===== config.mk =====
export PLATFORM = sky130hd
export DESIGN_NAME = led_matrix_scan
export DESIGN_NICKNAME = d
export VERILOG_FILES = /design/src/rtl/led_matrix_scan.sv
export SDC_FILE = /design/constraint.sdc
export NUM_CORES = 1
export LEC_CHECK = 0
export CAP_MARGIN = 15
export CORE_MARGIN = 3
export CORE_UTILIZATION = 43
export DETAILED_ROUTE_END_ITERATION = 8
export PLACE_DENSITY_LB_ADDON = 0.25
export SLEW_MARGIN = 0
export SYNTH_ARGS = -nofsm -noshare
export SYNTH_HDL_FRONTEND = slang
export SYNTH_SLANG_ARGS = --single-unit

===== constraint.sdc =====
create_clock -name clk -period 11.97 [get_ports clk]
set_clock_uncertainty 0.15 [all_clocks]
set_input_delay 2.9925 -clock clk [delete_from_list [all_inputs] [get_ports clk]]
set_output_delay 2.9925 -clock clk [all_outputs]
set_load 0.1 [all_outputs]

===== src/rtl/led_matrix_scan.sv =====
// 8x8 LED matrix row scanner: double-buffered frame, blanking gap, 8-level PWM.
// Ports: clk, rst (async active-low), game_display/enable/brightness in; row_sel/col_data/row_idx/frame_start out.
module led_matrix_scan #(
  parameter int unsigned DWELL_CYCLES = 1000,
  parameter int unsigned BLANK_CYCLES = 4
) (
  input  logic        clk,
  input  logic        rst,
  input  logic [63:0] game_display,
  input  logic        enable,
  input  logic [2:0]  brightness,
  output logic [7:0]  row_sel,
  output logic [7:0]  col_data,
  output logic [2:0]  row_idx,
  output logic        frame_start
);

  localparam int unsigned P    = BLANK_CYCLES + DWELL_CYCLES;
  localparam int unsigned SLOT = DWELL_CYCLES / 8;
  localparam int unsigned CW   = $clog2(P);

  localparam logic [CW-1:0] LAST_BLANK = CW'(BLANK_CYCLES - 1);
  localparam logic [CW-1:0] LAST_DWELL = CW'(P - 1);

  // Phase of the cycle the next edge will present.
  typedef enum logic {
    ST_BLANK,
    ST_DWELL
  } state_e;

  state_e      state_q, state_d;
  logic [CW-1:0] cnt_q, cnt_d;
  logic [2:0]  row_q, row_d;
  logic [63:0] shadow_q, shadow_d;
  logic [2:0]  bri_q, bri_d;
  logic [7:0]  row_sel_q, row_sel_d;
  logic [7:0]  col_q, col_d;
  logic [2:0]  row_idx_q, row_idx_d;
  logic        fs_q, fs_d;

  logic [7:0]  row_byte;
  logic [31:0] off_w;
  logic [31:0] thr_w;
  logic        pwm_on;

  assign row_byte = shadow_q[{row_q, 3'b000} +: 8];

  // Column on while the dwell offset is inside the first
  // (brightness+1) slots; avoids a divider.
  assign off_w  = 32'(cnt_q) - BLANK_CYCLES;
  assign thr_w  = (32'(bri_q) + 32'd1) * SLOT;
  assign pwm_on = off_w < thr_w;

  always_comb begin
    state_d   = state_q;
    cnt_d     = cnt_q;
    row_d     = row_q;
    shadow_d  = shadow_q;
    bri_d     = bri_q;
    row_sel_d = 8'h00;
    col_d     = 8'h00;
    row_idx_d = 3'd0;
    fs_d      = 1'b0;
    if (!enable) begin
      state_d = ST_BLANK;
      cnt_d   = '0;
      row_d   = 3'd0;
    end else begin
      row_idx_d = row_q;
      unique case (state_q)
        ST_BLANK: begin
          if (cnt_q == '0) begin
            bri_d = brightness;
            if (row_q == 3'd0) begin
              shadow_d = game_display;
              fs_d     = 1'b1;
            end
          end
          cnt_d = cnt_q + 1'b1;
          if (cnt_q == LAST_BLANK) begin
            state_d = ST_DWELL;
          end
        end
        ST_DWELL: begin
          row_sel_d = 8'b1 << row_q;
          col_d     = pwm_on ? row_byte : 8'h00;
          if (cnt_q == LAST_DWELL) begin
            cnt_d   = '0;
            row_d   = row_q + 1'b1;
            state_d = ST_BLANK;
          end else begin
            cnt_d = cnt_q + 1'b1;
          end
        end
        default: begin
          state_d = ST_BLANK;
          cnt_d   = '0;
          row_d   = 3'd0;
        end
      endcase
    end
  end

  always_ff @(posedge clk or negedge rst) begin
    if (!rst) begin
      state_q   <= ST_BLANK;
      cnt_q     <= '0;
      row_q     <= 3'd0;
      shadow_q  <= 64'h0;
      bri_q     <= 3'd0;
      row_sel_q <= 8'h00;
      col_q     <= 8'h00;
      row_idx_q <= 3'd0;
      fs_q      <= 1'b0;
    end else begin
      state_q   <= state_d;
      cnt_q     <= cnt_d;
      row_q     <= row_d;
      shadow_q  <= shadow_d;
      bri_q     <= bri_d;
      row_sel_q <= row_sel_d;
      col_q     <= col_d;
      row_idx_q <= row_idx_d;
      fs_q      <= fs_d;
    end
  end

  assign row_sel     = row_sel_q;
  assign col_data    = col_q;
  assign row_idx     = row_idx_q;
  assign frame_start = fs_q;

endmodule


==> flow_summary_export.csv <==
group,metric,value,unit
floorplanning,die_h,119,um
timing,finalCritPeriodShare,0.432,
clock_network,path_clk_slew,70,ps
setup_path,worstReg2RegStart,"bri_q[0]",
global_route,antenna_found_initial,0,
clock_network,root_buffer,"clkbuf_16",
setup_path,path_class,"in2reg",
detailed_routing,drc,0,
timing,final-max-slew-violation-count,0,
timing,finalHoldWorstSlack,352,ps
timing,setup_viol,0,
detailed_routing,drt-total-wl,11200,um
global_route,grt_max_degree,66,
placed_design,post-dp-hpwl,8400,um
global_route,grtUsageTotal,0.168,
synthesis,synthArstFlopShare,1.00,
finish,multi_input_area,0.00280,mm2
setup_path,worstPathRequired,12050,ps
finish,antenna_cells,0,
detailed_routing,drt-pass1-iter-count,4,
detailed_routing,wire_per_inst,16.4,um
setup_path,cp_cell_sequence,"clkdlybuf4s50_1 -> nand4b_4 -> nand3b_4 -> buf_4 -> mux2_2",
finish,area_delta_synth_final,24.5,%
min_path,holdPathEnd,"shadow_q[19]",
detailed_routing,drt_iter0_markers,185,
finish,layout-drive-gt1-share,0.210,
floorplanning,core_area,0.0123,mm2
synthesis,synth_area_leaders,"dfrtp_1, mux2_4, ha_1",
pwr,max-vdd-ir-drop,0.131,mV
finish,fill_cells,1100,
pwr,power.total,0.00146,W
floorplanning,start_util,0.450,
clock_network,clk_path_buf_depth,2,
synthesis,ys_ff_latch,101,
synthesis,synth_edf_count,0,
detailed_routing,ant_nets,0,
placed_design,port_buffers,89,
timing,hold_violations,0,
synthesis,synth_cells,423,
finish,fin_cells,682,
clock_network,cts.sinks,101,
min_path,hold_depth,1,
timing,rsz0062_at_grt,"no",
clock_network,hold_buffers,0,
clock_network,numCtsBuffers,9,
setup_path,reg2reg_slack,7080,ps
synthesis,yosysWarningCount,0,
synthesis,synth_ff_type,"dfrtp_1",
min_path,hold_class,"reg2reg",
detailed_routing,via_per_inst,5.07,
clock_network,cts_tree,"yes",
synthesis,syn_area,0.00554,mm2
setup_path,critPathArrivalTime,5260,ps
timing,min_period,5170,ps
setup_path,slowest_delay,810,ps
synthesis,ys_seq_area_frac,0.456,
timing,slew_headroom,0.283,
clock_network,cts-resized-gates,0,
setup_path,critical-path-slowest-cell,"buf_4",
run,drv_cap,0,
floorplanning,ios,90,
setup_path,cp-end-kind,"register",
floorplanning,die_area,0.0143,mm2
placed_design,gp_routability_congestion,0.810,
timing,max_freq,193,MHz
setup_path,critical_path.max_fanout,65,
global_route,grt.overflow.total,0,
run_status,status,"completed",
synthesis,yosys.cell_types.count,45,
timing,tns,0,ps
placed_design,dp.cells,666,
setup_path,startpoint_type,"input pin",
global_route,grt_pass1_wl,18800,um
floorplanning,placementRows,40,
setup_path,reg2reg_depth,15,
min_path,min-delay-start,"shadow_q[19]",
timing,tightestPinTransition,1080,ps
finish,layout.nets,621,
setup_path,r2r_end,"col_data[4]",
pwr,power.leakage,3.17,nW
detailed_routing,vias,3461,
global_route,first_global_vias,3653,
floorplanning,die-width,119,um
finish,seq_area,0.00253,mm2
synthesis,synth_top_cell_area_share,0.456,
clock_network,post_cts_buffers,0,
synthesis,syn_nets,535,
clock_network,insertion_delay,350,ps
setup_path,cp_num_buf_inv,2,
synthesis,synth_largest_area_cell,"dfrtp_1",
synthesis,avgSynthCellArea,13.1,um2
setup_path,path_delay_family,"buffers and inverters",
clock_network,h-tree-depth,3,
pwr,power.density,212,mW/mm2
==> flip-flops by register name, indices dropped and copies added (netlist names) <==
register / count
shadow_q: 64
row_idx: 3
bri_q: 3
state_q: 1
col_data: 8
row_q: 3
cnt_q: 10
row_sel: 8
frame_start: 1
==> cell type report <==
class | instances | area share
clock inverters | 5 | 0.0154
flip-flops and latches | 101 | 0.367
well taps | 168 | 0.0305
clock buffers | 11 | 0.0352
multi-input cells | 279 | 0.406
repair buffers | 92 | 0.132
inverters | 26 | 0.0142
==> layer usage <==
layer,vias to the layer above,global-route usage,part of all wire
li1,1626,-,-
met1,1743,0.221,0.45
met2,77,0.275,0.49
met3,15,0.0380,0.043
met4,0,0.0601,0.020
met5,-,0,0
==> power by group <==
group | internal, W | leakage [nW] | switching [W]
clock network | 0.000211 | 0.166 | 0.000128
logic | 0.000339 | 1.75 | 0.000337
registers | 0.000404 | 1.26 | 0.0000413
==> synthesized netlist by cell type, types with 6 or more instances <==
cell,count
clkbuf_1,6
ha_1,35
and3_1,7
xor2_1,10
inv_1,25
mux4_2,16
xnor2_1,13
buf_6,6
fa_1,7
a21oi_1,17
mux2_2,18
and2_1,8
nand2_1,45
mux2_4,49
dfrtp_1,101
nor2_1,15
==> stage by stage <==
| stage | instance area (um2) | worst slack (ps) | utilization |
|---|---|---|---|
| detailed placement | 6540 | 6430 | 0.532 |
| floorplan | 5540 | 7630 | - |
| finish | 6890 | 6800 | 0.560 |
| global route | 6890 | 6620 | 0.560 |
| global placement | 6540 | 6510 | 0.532 |
| CTS | 6890 | 6820 | 0.560 |
==> cell families after synthesis <==
group | count (synthesis) | share of synthesized area
AO/OA/AOI/OAI | 33 | 0.0368
XOR/XNOR | 23 | 0.0364
adder cells (fa/ha/maj) | 42 | 0.104
buffers and inverters | 43 | 0.0384
flip-flops | 101 | 0.456
multiplexers | 84 | 0.236
AND/OR/NAND/NOR | 97 | 0.0913
==> placed cells by master, fill, tap and decap left out, types with 4 or more instances in the layout <==
cell	n
and2_1	8
xor2_1	10
nor2_1	15
ha_1	35
clkdlybuf4s50_1	88
nand2_1	45
a21oi_1	17
fa_1	7
dfrtp_1	101
clkbuf_16	9
mux4_2	16
buf_4	4
mux2_2	18
and3_1	7
xnor2_1	13
mux2_4	49
inv_1	25
==> how the worst max path moves through the flow <==
stage | startpoint | endpoint | slack, ps | depth (start not counted)
floorplan | bri_q[0] | col_data[0] | 7630 | 15
global placement | enable | shadow_q[29] | 6510 | 5
detailed placement | enable | shadow_q[29] | 6430 | 5
CTS | enable | shadow_q[30] | 6820 | 5
global route | bri_q[0] | col_data[4] | 6620 | 15
finish | enable | shadow_q[29] | 6800 | 5
No activity file was read; power rests on OpenSTA's default activity.
==> RTL change, RTL diff (same flow settings) <==
Add an input register stage for `game_display`, `enable` and `brightness`; this delays them by one clock.
--- a/src/rtl/led_matrix_scan.sv
+++ b/src/rtl/led_matrix_scan.sv
@@ -27,6 +27,16 @@
     ST_BLANK,
     ST_DWELL
   } state_e;
+
+  logic [63:0] game_display_q;
+  logic enable_q;
+  logic [2:0] brightness_q;
+
+  always_ff @(posedge clk) begin
+    game_display_q <= game_display;
+    enable_q       <= enable;
+    brightness_q   <= brightness;
+  end
 
   state_e      state_q, state_d;
   logic [CW-1:0] cnt_q, cnt_d;
@@ -61,7 +71,7 @@
     col_d     = 8'h00;
     row_idx_d = 3'd0;
     fs_d      = 1'b0;
-    if (!enable) begin
+    if (!enable_q) begin
       state_d = ST_BLANK;
       cnt_d   = '0;
       row_d   = 3'd0;
@@ -70,9 +80,9 @@
       unique case (state_q)
         ST_BLANK: begin
           if (cnt_q == '0) begin
-            bri_d = brightness;
+            bri_d = brightness_q;
             if (row_q == 3'd0) begin
-              shadow_d = game_display;
+              shadow_d = game_display_q;
               fs_d     = 1'b1;
             end
           end
Behaviour: not the same (Yosys sat finds a counterexample within 4 cycles, from zero or initial values and one cycle with rst low).
==> RTL change against the unedited design <==
Total power up 32%. Cell area up 24%. Clock power up 57%. Area after synthesis up 25%. Largest power group unchanged. Wire length up 12%. Sequential cell count up 68. Sequential share of layout area up 8.8 points. Global-route usage down 1.9 points. First-iteration DRC count down 33%. Worst setup slack better by 0.094 ns. Largest cell class is now sequential cells. Synthesized cell count up 16%. Core utilization down 0.75 points.
==> RTL change: results (changes against the unedited design) <==
The share of synthesized area occupied by flip-flops and latches is 0.5628 (+0.1064). The worst stage delay on the critical path is 1.15 ns (+0.34 ns). The maximum fanout along the worst path is 1 (-98%). The largest registers in the layout are game_display_q (64), shadow_q (64), cnt_q (10). The net count after synthesis came to 604 (+13%).

For this design, the slowest cell found on the critical path is sky130_fd_sc_hd__clkdlybuf4s50_1. The number of clock buffers inserted by TritonCTS came out at 17 (+8). The register-to-register setup slack came out at 7.25 ns (+0.17 ns). The global placer's final weighted congestion came out at 0.8623 (+6.5%). The worst register-to-register path ends at col_data[0]$_DFF_PN0_. The number of nets in the layout came out at 698 (+12%). The wire length of the first global-routing pass came to 20570 um (+9.4%). The detailed-placement wirelength estimate came to 8968 um (+6.7%). The run finished with clean final reports.

The static leakage was 3.865 nW (+22%). The critical path starts at col_data[3]$_DFF_PN0_. The total via count in the routed design came out at 3892 (+12%). The number of global-route vias before repair came out at 4116 (+13%). The worst slack at placement came out at 7.222 ns (+0.7903 ns). The number of violations reported at the end of detailed-routing iteration 0 came out at 124 (-33%).

The share of the clock period used by the worst path was 0.4245 (-0.007831). The largest net degree at the start of global routing came out at 68 (+3.0%). The worst hold path begins at game_display_q[32]$_DFF_P_.

The area share of the largest cell type after synthesis came to 0.3658 (-0.09058). The tightest slew margin relative to the limit is 0.2539 (-0.02867).
RTL change: area by class of cell:
cell class,count,share of cell area
Sequential cell,169,0.4547
Multi-Input combinational cell,282,0.3291
Timing Repair Buffer,92,0.1065
Clock buffer,25,0.05793
Tap cell,211,0.03087
Inverter,24,0.01053
Clock inverter,7,0.01039
RTL change: cells by family (layout without fill, tap and decap cells):
group | count (synthesis) | in the layout | share of synthesized area
buf+inv | 41 | 148 | 0.02970
fa+ha+maj | 42 | 42 | 0.08366
xor+xnor | 23 | 23 | 0.02916
flops | 169 | 169 | 0.5628
compound gates | 32 | 32 | 0.02843
simple gates | 101 | 101 | 0.07678
mux | 84 | 84 | 0.1894
RTL change: stage by stage:
stage / hold slack (ns) / area, um2 / total power, mW / utilization / instances
2_1_floorplan: 0.2899 / 6909 / 1.233 / - / 492
3_3_place_gp: 0.2943 / 7969 / 1.377 / 0.5147 / 778
3_5_place_dp: 0.2974 / 7969 / 1.403 / 0.5147 / 778
4_1_cts: 0.3111 / 8553 / 1.944 / 0.5524 / 810
5_1_grt: 0.3186 / 8553 / 2.055 / 0.5524 / 810
6_report: 0.3090 / 8553 / 1.932 / 0.5524 / 810
RTL change: routing by layer:
metal  track usage  share of wire  up-vias
met5             0              0        -
met4       0.05023          0.014        0
met3       0.03650          0.034       14
met2        0.2552           0.50       78
met1        0.1869           0.45     1930
li1              -              -     1870
RTL change: where the power goes:
part	switching, mW	internal, mW	leakage (nW)	total (mW)
Combinational	0.358	0.353	1.75	0.711
Clock	0.204	0.329	0.291	0.533
Sequential	0.0447	0.643	1.83	0.688
Total	0.607	1.32	3.87	1.93
